File: src/rtl/edge_pkg.sv
// Shared image geometry, BRAM label encoding and reader state encoding for the edge pipeline.
package edge_pkg;
  localparam int WIDTH  = 640;
  localparam int HEIGHT = 480;
  localparam int ADDR_W = 19;
  localparam int X_W    = 10;
  localparam int Y_W    = 9;
  localparam int CNT_W  = 12;

  localparam logic [2:0] LBL_CLEAR    = 3'b000;
  localparam logic [2:0] LBL_CONTOUR  = 3'b001;
  localparam logic [2:0] LBL_RAW_EDGE = 3'b011;
  localparam logic [2:0] LBL_TRACED   = 3'b111;

  typedef enum logic [2:0] {
    ST_IDLE,
    ST_INIT,
    ST_WAIT,
    ST_CHECK,
    ST_EMIT,
    ST_ADV,
    ST_DONE
  } state_t;
endpackage

File: src/rtl/bbox_tracker.sv
// Running contour statistics: saturating pixel count and min/max bounding box.
module bbox_tracker #(
  parameter int WIDTH  = edge_pkg::WIDTH,
  parameter int HEIGHT = edge_pkg::HEIGHT
) (
  input  logic        clk,
  input  logic        rst_n,
  input  logic        clear,
  input  logic        update,
  input  logic [9:0]  x,
  input  logic [8:0]  y,
  output logic [11:0] num_pixels,
  output logic [9:0]  min_x,
  output logic [9:0]  max_x,
  output logic [8:0]  min_y,
  output logic [8:0]  max_y
);
  import edge_pkg::*;

  localparam logic [X_W-1:0]   X_INIT  = X_W'(WIDTH - 1);
  localparam logic [Y_W-1:0]   Y_INIT  = Y_W'(HEIGHT - 1);
  localparam logic [CNT_W-1:0] CNT_MAX = '1;

  always_ff @(posedge clk or negedge rst_n) begin
    if (!rst_n) begin
      num_pixels <= '0;
      min_x      <= X_INIT;
      max_x      <= '0;
      min_y      <= Y_INIT;
      max_y      <= '0;
    end else if (clear) begin
      num_pixels <= '0;
      min_x      <= X_INIT;
      max_x      <= '0;
      min_y      <= Y_INIT;
      max_y      <= '0;
    end else if (update) begin
      if (num_pixels != CNT_MAX) num_pixels <= num_pixels + 1'b1;
      if (x < min_x) min_x <= x;
      if (x > max_x) max_x <= x;
      if (y < min_y) min_y <= y;
      if (y > max_y) max_y <= y;
    end
  end
endmodule

File: src/rtl/contour_reader.sv
// Raster-scans the finished edge BRAM, streams every contour-labelled (x,y) over valid/ready
// and accumulates the pixel count and bounding box for the wing-geometry stage.
module contour_reader #(
  parameter int         WIDTH        = edge_pkg::WIDTH,
  parameter int         HEIGHT       = edge_pkg::HEIGHT,
  parameter int         READ_LATENCY = 2,
  parameter logic [2:0] LABEL        = edge_pkg::LBL_CONTOUR
) (
  input  logic        clk,
  input  logic        rst_n,
  input  logic        start,
  input  logic [2:0]  bram_read,
  output logic [18:0] edge_addr_read,
  output logic        pix_valid,
  input  logic        pix_ready,
  output logic [9:0]  pix_x,
  output logic [8:0]  pix_y,
  output logic [11:0] num_pixels,
  output logic [9:0]  min_x,
  output logic [9:0]  max_x,
  output logic [8:0]  min_y,
  output logic [8:0]  max_y,
  output logic        busy,
  output logic        done
);
  import edge_pkg::*;

  localparam int                LAT_W     = $clog2(READ_LATENCY + 1);
  localparam logic [LAT_W-1:0]  LAT_LOAD  = LAT_W'(READ_LATENCY - 1);
  localparam logic [ADDR_W-1:0] LAST_ADDR = ADDR_W'(WIDTH * HEIGHT - 1);
  localparam logic [X_W-1:0]    LAST_X    = X_W'(WIDTH - 1);

  state_t           state_reg;
  logic [LAT_W-1:0] lat_cnt_reg;
  logic [X_W-1:0]   x_reg;
  logic [Y_W-1:0]   y_reg;
  logic             stats_clear;
  logic             stats_update;

  // Stats only move while enabled, so a start drop leaves them frozen.
  assign stats_clear  = start && (state_reg == ST_INIT);
  assign stats_update = start && (state_reg == ST_CHECK) && (bram_read == LABEL);

  bbox_tracker #(
    .WIDTH  (WIDTH),
    .HEIGHT (HEIGHT)
  ) u_bbox_tracker (
    .clk        (clk),
    .rst_n      (rst_n),
    .clear      (stats_clear),
    .update     (stats_update),
    .x          (x_reg),
    .y          (y_reg),
    .num_pixels (num_pixels),
    .min_x      (min_x),
    .max_x      (max_x),
    .min_y      (min_y),
    .max_y      (max_y)
  );

  always_ff @(posedge clk or negedge rst_n) begin
    if (!rst_n) begin
      state_reg      <= ST_IDLE;
      lat_cnt_reg    <= '0;
      x_reg          <= '0;
      y_reg          <= '0;
      edge_addr_read <= '0;
      pix_valid      <= 1'b0;
      pix_x          <= '0;
      pix_y          <= '0;
      busy           <= 1'b0;
      done           <= 1'b0;
    end else if (!start) begin
      state_reg <= ST_IDLE;
      pix_valid <= 1'b0;
      busy      <= 1'b0;
      done      <= 1'b0;
    end else begin
      case (state_reg)
        ST_IDLE: begin
          if (!done) state_reg <= ST_INIT;
        end
        ST_INIT: begin
          edge_addr_read <= '0;
          x_reg          <= '0;
          y_reg          <= '0;
          lat_cnt_reg    <= LAT_LOAD;
          busy           <= 1'b1;
          state_reg      <= ST_WAIT;
        end
        ST_WAIT: begin
          if (lat_cnt_reg == '0) state_reg <= ST_CHECK;
          else                   lat_cnt_reg <= lat_cnt_reg - 1'b1;
        end
        ST_CHECK: begin
          if (bram_read == LABEL) begin
            pix_x     <= x_reg;
            pix_y     <= y_reg;
            pix_valid <= 1'b1;
            state_reg <= ST_EMIT;
          end else begin
            state_reg <= ST_ADV;
          end
        end
        ST_EMIT: begin
          if (pix_ready) begin
            pix_valid <= 1'b0;
            state_reg <= ST_ADV;
          end
        end
        ST_ADV: begin
          if (edge_addr_read == LAST_ADDR) begin
            busy      <= 1'b0;
            done      <= 1'b1;
            state_reg <= ST_DONE;
          end else begin
            // Address and x/y counters step together; no y*WIDTH multiply needed.
            edge_addr_read <= edge_addr_read + 1'b1;
            if (x_reg == LAST_X) begin
              x_reg <= '0;
              y_reg <= y_reg + 1'b1;
            end else begin
              x_reg <= x_reg + 1'b1;
            end
            lat_cnt_reg <= LAT_LOAD;
            state_reg   <= ST_WAIT;
          end
        end
        ST_DONE: begin
          busy <= 1'b0;
          done <= 1'b1;
        end
        default: state_reg <= ST_IDLE;
      endcase
    end
  end
endmodule

File: config.mk
export PLATFORM = sky130hd
export DESIGN_NAME = contour_reader
export DESIGN_NICKNAME = d
export VERILOG_FILES = /design/src/rtl/edge_pkg.sv /design/src/rtl/bbox_tracker.sv /design/src/rtl/contour_reader.sv
export SDC_FILE = /design/constraint.sdc
export NUM_CORES = 1
export LEC_CHECK = 0
export CAP_MARGIN = 10
export CORE_MARGIN = 3
export CORE_UTILIZATION = 57
export DETAILED_ROUTE_END_ITERATION = 10
export PLACE_DENSITY_LB_ADDON = 0.12
export SYNTH_ARGS = -nofsm -noshare
export SYNTH_HDL_FRONTEND = slang
export SYNTH_SLANG_ARGS = --single-unit
File: constraint.sdc
create_clock -name clk -period 3.6 [get_ports clk]
set_clock_uncertainty 0.05 [all_clocks]
set_input_delay 1.08 -clock clk [delete_from_list [all_inputs] [get_ports clk]]
set_output_delay 1.08 -clock clk [all_outputs]
set_load 0.01 [all_outputs]
==> results of run 1 <==
[stage by stage]
| step | instance area (sq um) | hold WS [ns] | setup WS (ns) | utilization, % | total power (W) |
|---|---|---|---|---|---|
| floorplan | 6520 | 0.449 | 1.01 | - | 0.00164 |
| global placement | 7670 | 0.411 | 0.452 | 69.5 | 0.00179 |
| detailed placement | 7670 | 0.420 | 0.377 | 69.5 | 0.00180 |
| CTS | 8210 | 0.431 | 0.814 | 74.4 | 0.00332 |
| global route | 8210 | 0.453 | 0.633 | 74.4 | 0.00344 |
| finish | 8210 | 0.428 | 0.749 | 74.4 | 0.00330 |
[routing by layer]
layer	track usage, %	vias to the layer above	share of wire [%]
met5	0	-	0
met4	12.3	0	1.9
met3	6.63	35	7.2
met2	44.4	231	49
met1	34.2	2767	42
li1	-	2657	-
[area by class of cell]
type / count / area [sq um] / area share (%)
multi-input combinational: 489 / 3270 / 39.8
timing repair buffer: 114 / 1120 / 13.7
inverter: 56 / 210 / 2.56
sequential: 115 / 2900 / 35.3
tap: 140 / 175 / 2.13
clock inverter: 5 / 25.0 / 0.305
clock buffer: 27 / 513 / 6.25
[logic make-up (layout without fill, tap and decap cells)]
| kind of cell | count (synthesis) | count (layout) |
|---|---|---|
| flops | 115 | 115 |
| buf+inv | 84 | 202 |
| simple gates | 257 | 257 |
| compound gates | 150 | 150 |
| mux | 33 | 33 |
| fa+ha+maj | 41 | 41 |
| xor+xnor | 8 | 8 |
[final timing paths]
kind | start | endpoint | slack [ns] | depth (start not counted)
worst max-delay path | start | x_reg[8] | 0.75 | 6
worst min register to register | pix_y[2] | pix_y[2] | 0.43 | 2
min in group asynchronous | rst_n | pix_x[1] | 0.53 | 1
worst min-delay path | pix_y[2] | pix_y[2] | 0.43 | 2
max in group asynchronous | rst_n | u_bbox_tracker.min_x[0] | 2.26 | 2
worst max register to register | x_reg[7] | u_bbox_tracker.max_x[9] | 0.82 | 6
[power by group through the flow]
stage	Clock, W	Sequential, W	Combinational, W
after global routing	0.00161	0.00141	0.000423
after floorplan	0	0.00141	0.000231
final	0.00152	0.00140	0.000380
after detailed placement	0	0.00142	0.000380
after CTS	0.00154	0.00140	0.000383
after global placement	0	0.00142	0.000366
[layout by cell type (no fill, tap or decap), drive strengths merged, types with 2 or more instances in the layout]
master         synthesis  final
a21oi                 36     36
a21o                  10     10
o211a                  2      2
o41ai                  4      4
nand2                 97     97
o31ai                 18     18
a211oi                 9      9
or3                    9      9
o21ai                 42     42
and3                   5      5
mux2i                 22     22
nor3                   7      7
clkinv                 0      5
nor3b                  2      2
and3b                  3      3
nor2b                  2      2
and2                   8      8
buf                   12     18
nand2b                 6      6
nor2                  52     52
clkdlybuf4s50          0     96
ha                    41     41
a31o                   4      4
dfstp                 16     16
mux2                  11     11
a311oi                 2      2
nand3b                 4      4
dfrtp                 99     99
and4                   3      3
inv                   56     56
a2111oi                6      6
or4                    8      8
clkbuf                16     27
nand3                 30     30
nand4                 10     10
nor4                   4      4
xnor2                  8      8
[worst max-delay path, stage by stage]
cell and delay [ns]:
clkdlybuf4s50_1 0.56, nand3b_1 0.25, buf_4 0.25, a21oi_2 0.34, nand2_1 0.26, o31ai_1 0.35
==> flow_summary.yaml, run 1 <==
power:
  p_clk_share_pct: 46.1
  p_sw_w: 0.000834
  switching_share_pct: 25.2
  ir_drop_mv: 0.368
  cellLeakagePower_nw: 3.72
  seqPwrFrac_pct: 42.5
  p_int_w: 0.00247
  power_frac_comb_pct: 11.5
  powerDensity_nw_per_um2: 403
detailed_routing:
  drt_iter0_markers: 465
  vias_per_cell: 6.01
  wl_per_cell_um: 17.6
  ant_nets: 0
  drt_first_pass_iters: 5
  drcViolationCount: 0
  wl_mm: 16.6
  dr_total_vias: 5690
cells_and_area:
  drive_gt1_share_pct: 12.0
  n_antenna_cell: 0
  fin_nets: 841
  largest_register: "edge_addr_read"
  finalNonFillerCells: 946
  area_growth_pct: 25.9
  largest_register_ff_count: 19
  reg.largest.list: "edge_addr_read x19, u_bbox_tracker.num_pixels x12"
  n_fill_cell: 802
sta:
  fmax_mhz: 351
  timing.final.crit_share_pct: 79.2
  relSlewSlack_pct: 45.7
  setup_viol: 0
  rsz0062_at_grt: "false"
  tns_ns: 0
  post-route-min-period_ns: 2.85
  hold_viol_final: 0
  worst_pin_slew_ns: 0.804
  slew_violations: 0
logic_synthesis:
  synth_cell_types: 80
  synth_seq_cells: 115
  syn_area_per_cell_sq_um: 9.47
  synthTopCellsByArea: "dfrtp_1, ha_1, dfstp_2"
  synth_area_sq_um: 6520
  synth_edf_count: 0
  syn_nets: 736
  yosys-top-cells-count: "dfrtp_1, nand2_1, inv_1, nor2_1, ha_1"
  seq_area_frac_synth_pct: 44.5
  synth-main-ff-cell: "dfrtp_1"
  synthSimpleGateAreaFrac_pct: 19.7
  synth_top_family_by_area: "simple AND/OR/NAND/NOR gates"
  synthAdderAreaFrac_pct: 7.87
  synth_mux_area_share_pct: 5.28
  yosysMostFrequentCell: "dfrtp_1"
  synth_compound_area_share_pct: 16.1
  synthXorXnorAreaFrac_pct: 1.07
  synth-async-reset-ratio_pct: 100
  yosysWarnings: 0
  syn_inst: 688
  synth_top_area_share_pct: 38.0
  synth_top_area_cell: "dfrtp_1"
die:
  start_util_pct: 59.1
  die_y_um: 113
  die_area_sq_um: 12800
  fp.dieW_um: 113
  num_rows: 38
  core-area_sq_um: 11000
  io_pins: 98
worst_setup_path:
  critical_path_required_ns: 3.84
  crit_type: "in2reg"
  cp.arrival_ns: 3.09
  crit_fanout: 9
  setup.worst_path.start_class: "primary input"
  endpoint_kind: "register"
outcome:
  status: "completed"
grt:
  antenna_found_initial: 0
  grt_usage_pct: 27.1
  grt_overflow_total: 0
  grt_max_degree: 68
  grt_pass1_wl_mm: 28.0
  grt_pass1_vias: 5757
clock_network:
  holdBufCountCts: 0
  clock_path_buffers: 2
  insertion_delay_ns: 0.41
  cts_tree: "built"
  htreeDepth: 4
  cts_made_buffers: 17
  cts_root_buf: "clkbuf_16"
  cts_resized: 0
  postCtsSetupBuffers: 0
  clk_pin_slew_ns: 0.05
  clkSinkCount: 115
min_path:
  worst_hold_path_type: "reg2reg"
placement:
  dp.cells: 914
  gp_congestion: 0.892
  dp_hpwl_mm: 11.6
  port_buffers: 97
flow_run:
  cap_violations: 0
Note: power is estimated with default switching activity, not from simulation.
==> run 2: changes to the inputs <==
--- a/config.mk
+++ b/config.mk
@@ -7,7 +7,7 @@
 export LEC_CHECK = 0
 export CAP_MARGIN = 10
 export CORE_MARGIN = 3
-export CORE_UTILIZATION = 57
+export CORE_UTILIZATION = 50
 export DETAILED_ROUTE_END_ITERATION = 10
 export PLACE_DENSITY_LB_ADDON = 0.12
 export SYNTH_ARGS = -nofsm -noshare
==> constraint.sdc (replaced) <==
create_clock -name clk -period 2.3 [get_ports clk]
set_clock_uncertainty 0.05 [all_clocks]
set_input_delay 0.69 -clock clk [delete_from_list [all_inputs] [get_ports clk]]
set_output_delay 0.69 -clock clk [all_outputs]
set_load 0.01 [all_outputs]
==> flow_summary.yaml, run 2 (synthesized netlist as in run 1, its figures left out) <==
outcome:
  status: "completed"
cells_and_area:
  fin_nets: 919
  largest_register_ff_count: 19
  area_growth_pct: 40.2
  multi_input_area_sq_um: 3390
  reg.largest.list: "edge_addr_read x19, u_bbox_tracker.num_pixels x12"
  layout_commonest_cell: "dfrtp_1"
  seq_area_sq_um: 2900
  fin_util_pct: 72.1
  final_cell_mix: "dfrtp_1, nand2_1, clkdlybuf4s50_1, buf_4, inv_1"
  n_antenna_cell: 0
  largest_register: "edge_addr_read"
  drive_gt1_share_pct: 22.2
  n_fill_cell: 986
die:
  die_area_sq_um: 14400
  core-area_sq_um: 12700
  fp.dieW_um: 120
  die_y_um: 120
  io_pins: 98
  start_util_pct: 51.4
  num_rows: 41
sta:
  rsz0062_at_grt: "true"
  slew_violations: 0
  post-route-min-period_ns: 2.26
  setup_viol: 0
  hold_viol_final: 0
  layout_setup_ws_ns: 0.0419
  relSlewSlack_pct: 63.5
  worst_pin_slew_ns: 0.543
  fmax_mhz: 443
  timing.final.crit_share_pct: 98.2
worst_setup_path:
  cp.arrival_ns: 1.52
  r2r-start: "u_bbox_tracker.max_x[8]"
  reg2reg_slack_ns: 0.08
  critical-path-slowest-cell: "dfstp_2"
  crit_fanout: 3
  crit_chain: "clkdlybuf4s50_1"
  critical_path_required_ns: 1.56
  path_delay_family: "flip-flops"
  worstRegToRegCells: 7
  setup.worst_path.start_class: "register"
  worstReg2RegEnd: "u_bbox_tracker.max_x[3]"
  endpoint_kind: "output pin"
  max_stage_delay_ns: 0.55
  path_buf_inv: 1
  crit_type: "reg2out"
min_path:
  worst_hold_path_type: "in2async"
clock_network:
  clk_pin_slew_ns: 0.05
  clock_path_buffers: 2
  cts_made_buffers: 17
  htreeDepth: 4
  holdBufCountCts: 0
  insertion_delay_ns: 0.43
  cts_tree: "built"
  clkSinkCount: 115
  cts_root_buf: "clkbuf_16"
detailed_routing:
  dr_total_vias: 6029
  drt_iter0_markers: 339
  wl_per_cell_um: 17.1
  ant_nets: 0
  drt_first_pass_iters: 8
  drcViolationCount: 0
  vias_per_cell: 5.71
  wl_mm: 18.1
placement:
  port_buffers: 97
  dp_hpwl_mm: 13.1
  gp_congestion: 0.878
  pre_cts_ws_ns: -0.367
grt:
  antenna_found_initial: 0
  grt_max_degree: 35
  grt_pass1_vias: 5989
  grt_overflow_total: 0
  grt_usage_pct: 26.0
  grt_pass1_wl_mm: 29.9
power:
  powerDensity_nw_per_um2: 623
  cellLeakagePower_nw: 4.21
  ir_drop_mv: 0.500
flow_run:
  cap_violations: 0
run 2: changes by cell type in the layout (fill, tap and decap cells not counted), moves of 3 or more:
cell	previous run	this run
mux2_4	0	3
a211oi_2	1	4
clkdlybuf4s50_1	96	92
mux2_2	11	8
clkbuf_1	5	2
a211oi_1	8	5
dlymetal6s2s_1	0	3
buf_12	2	9
bufinv_16	0	4
clkbuf_8	5	2
a21oi_1	35	32
buf_4	16	86
a21oi_2	1	4
o21ai_0	40	37
run 2: per-stage QoR:
stage	setup TNS (ns)	instances	power (W)	area [sq um]	hold slack (ns)
after floorplan	0	688	0.00258	6550	0.344
after global placement	-13.80	1021	0.00292	8390	0.408
after detailed placement	-17.18	1021	0.00295	8390	0.412
after CTS	0	1053	0.00572	9010	0.130
after global routing	-0.0135	1056	0.00591	9140	0.140
final	0	1056	0.00569	9140	0.132
run 2: how the worst max path moves through the flow:
stage                            start                 endpoint  cells past startpoint
6_report       u_bbox_tracker.min_y[6]                 min_y[6]                      1
5_1_grt                       x_reg[9]  u_bbox_tracker.max_x[9]                      6
4_1_cts        u_bbox_tracker.min_x[0]                 min_x[0]                      1
3_5_place_dp                     start       edge_addr_read[16]                      5
3_3_place_gp                     start  u_bbox_tracker.min_y[0]                      7
2_1_floorplan                 x_reg[7]  u_bbox_tracker.max_x[1]                      7
run 2: per-layer routing:
metal / vias to the layer above / GRT usage, % / share of wire, %
li1: 2811 / - / -
met4: 0 / 10.2 / 1.7
met2: 218 / 42.8 / 50
met1: 2968 / 33.7 / 43
met3: 32 / 5.52 / 5.5
met5: - / 0 / 0
run 2: what timing repair did:
item,CTS,global route
endpoints found under the setup margin,18,45
buffers inserted,0,3
gates resized for setup,5,24
endpoints found under the hold margin,0,0
pin swaps,2,11
run 2: where the power goes:
group | switching [W] | internal, W
Sequential | 0.0000599 | 0.00212
Combinational | 0.000407 | 0.000345
Clock | 0.000908 | 0.00185
run 2: layout make-up:
class,instances,share of cell area [%]
multi-input cells,489,37.1
flip-flops and latches,115,31.7
repair buffers,192,19.7
clock buffers,21,5.04
well taps,172,2.35
inverters,56,2.30
clock inverters,11,1.73
run 2: worst reg2reg max path, cell delays in order (launching register included):
cell and delay, ns:
dfrtp_1 0.36, inv_1 0.06, ha_1 0.31, nand4_1 0.16
inv_1 0.10, a2111oi_4 0.37, a311o_2 0.31, mux2_2 0.37
==> run 3: changes to the inputs <==
--- a/config.mk
+++ b/config.mk
@@ -9,7 +9,7 @@
 export CORE_MARGIN = 3
 export CORE_UTILIZATION = 50
 export DETAILED_ROUTE_END_ITERATION = 10
-export PLACE_DENSITY_LB_ADDON = 0.12
+export PLACE_DENSITY = 0.89
 export SYNTH_ARGS = -nofsm -noshare
 export SYNTH_HDL_FRONTEND = slang
 export SYNTH_SLANG_ARGS = --single-unit
==> flow_summary.yaml, run 3 (synthesized netlist as in run 1, its figures left out) <==
power:
  seqPwrFrac_pct: 39.7
  ir_drop_mv: 0.663
  powerDensity_nw_per_um2: 607
  p_int_w: 0.00411
  p_sw_w: 0.00138
  power_frac_comb_pct: 13.9
  cellLeakagePower_nw: 4.16
  p_clk_share_pct: 46.4
  switching_share_pct: 25.1
min_path:
  worst_hold_path_type: "in2async"
worst_setup_path:
  crit_end: "y_reg[8]"
  critical-path-slowest-cell: "o41a_1"
  worstRegToRegCells: 7
  max_stage_delay_ns: 0.47
  setup.worst_path.start_class: "register"
  critical_path_required_ns: 2.59
  crit_chain: "buf_4 -> or2b_4 -> o41a_1 -> a2111oi_4 -> buf_4 -> nand3_1 -> a21oi_1"
  cp.arrival_ns: 2.57
  crit_type: "reg2reg"
  crit_top_cell: "buf_4"
  endpoint_kind: "register"
  crit_fanout: 9
  crit_path_start: "x_reg[7]"
  worstReg2RegEnd: "y_reg[8]"
  reg2reg_slack_ns: 0.02
  r2r-start: "x_reg[7]"
sta:
  hold_viol_final: 0
  setup_viol: 0
  post-route-min-period_ns: 2.28
  fmax_mhz: 439
  rsz0062_at_grt: "true"
  layout_setup_ws_ns: 0.0228
  relSlewSlack_pct: 68.3
  worst_pin_slew_ns: 0.472
  slew_violations: 0
  timing.final.crit_share_pct: 99.0
die:
  core-area_sq_um: 12700
  io_pins: 98
  num_rows: 41
  die_area_sq_um: 14400
  fp.dieW_um: 120
  die_y_um: 120
  start_util_pct: 51.4
detailed_routing:
  ant_nets: 0
  dr_total_vias: 6160
  wl_per_cell_um: 18.4
  drt_iter0_markers: 676
  wl_met2_mm: 9.72
  wl_mm: 19.3
  drt_first_pass_iters: 6
  routed-wl-met3_mm: 1.59
  top_layer_used: "met4"
  drcViolationCount: 0
  vias_per_cell: 5.86
  met1Wirelength_mm: 7.45
cells_and_area:
  final_cell_mix: "dfrtp_1, nand2_1, clkdlybuf4s50_1, buf_4, inv_1"
  fin_util_pct: 71.3
  largest_register: "edge_addr_read"
  n_fill_cell: 838
  layout_commonest_cell: "dfrtp_1"
  fin_nets: 916
  area_growth_pct: 38.6
  drive_gt1_share_pct: 21.9
  reg.largest.list: "edge_addr_read x19, u_bbox_tracker.num_pixels x12"
  postLayoutCellArea_sq_um: 9030
  n_antenna_cell: 0
  largest_register_ff_count: 19
flow_run:
  cap_violations: 0
clock_network:
  htreeDepth: 4
  cts_root_buf: "clkbuf_16"
  cts_tree: "built"
  clk_pin_slew_ns: 0.05
  insertion_delay_ns: 0.42
  clkSinkCount: 115
  clock_path_buffers: 2
  cts_made_buffers: 17
grt:
  grt_max_degree: 31
  antenna_found_initial: 0
  grt_pass1_vias: 6387
  grt_pass1_wl_mm: 31.8
  grt_usage_pct: 27.5
  grt_overflow_total: 0
placement:
  dp_hpwl_mm: 13.3
  pre_cts_ws_ns: -0.388
  placed_area_sq_um: 8320
  port_buffers: 97
  gp_congestion: 0.866
outcome:
  status: "completed"
[run 3: metal layers]
| layer | vias up | track usage [%] |
|---|---|---|
| met1 | 2962 | 33.0 |
| met2 | 330 | 47.0 |
| li1 | 2810 | - |
| met4 | 0 | 10.1 |
| met3 | 58 | 7.81 |
| met5 | - | 0 |
[run 3: power groups by stage]
stage	combinational, W	clock [W]	sequential [W]
2_1_floorplan	0.000364	0	0.00221
3_3_place_gp	0.000698	0	0.00220
3_5_place_dp	0.000732	0	0.00221
4_1_cts	0.000744	0.00255	0.00218
5_1_grt	0.000835	0.00266	0.00219
6_report	0.000759	0.00254	0.00218
[run 3: through the flow]
stage	power, W	instances	hold slack [ns]	TNS [ns]
after floorplan	0.00258	688	0.344	0
after global placement	0.00290	1017	0.410	-15.36
after detailed placement	0.00294	1017	0.420	-19.95
after CTS	0.00547	1050	0.145	0
after global routing	0.00568	1052	0.151	-0.495
final	0.00548	1052	0.142	0
[run 3: how the worst min path moves through the flow]
stage	start	end	slack [ns]
CTS	rst_n	pix_x[9]	0.14
global placement	pix_x[0]	pix_x[0]	0.41
floorplan	rst_n	busy	0.34
global route	rst_n	pix_y[4]	0.15
finish	rst_n	u_bbox_tracker.min_y[5]	0.14
detailed placement	pix_x[7]	pix_x[7]	0.42
[run 3: repair_timing]
action,in CTS,in global routing
pin swaps,5,8
endpoints found under the setup margin,19,48
gates resized for setup,4,22
hold buffers,0,0
buffers inserted,2,2
[run 3: critical path: cells and delay by family, from the launching register on]
kind / cells / cell delay [ns]
compound gates: 3 / 0.93
flops: 1 / 0.42
buf+inv: 2 / 0.40
simple gates: 2 / 0.40
[run 3: cell type report]
cell class	instances	area (sq um)	share of cell area (%)
Multi-Input combinational cell	489	3400	37.6
Sequential cell	115	2900	32.1
Timing Repair Buffer	189	1740	19.3
Clock buffer	27	523	5.79
Tap cell	172	215	2.38
Inverter	56	210	2.33
Clock inverter	4	45.0	0.499
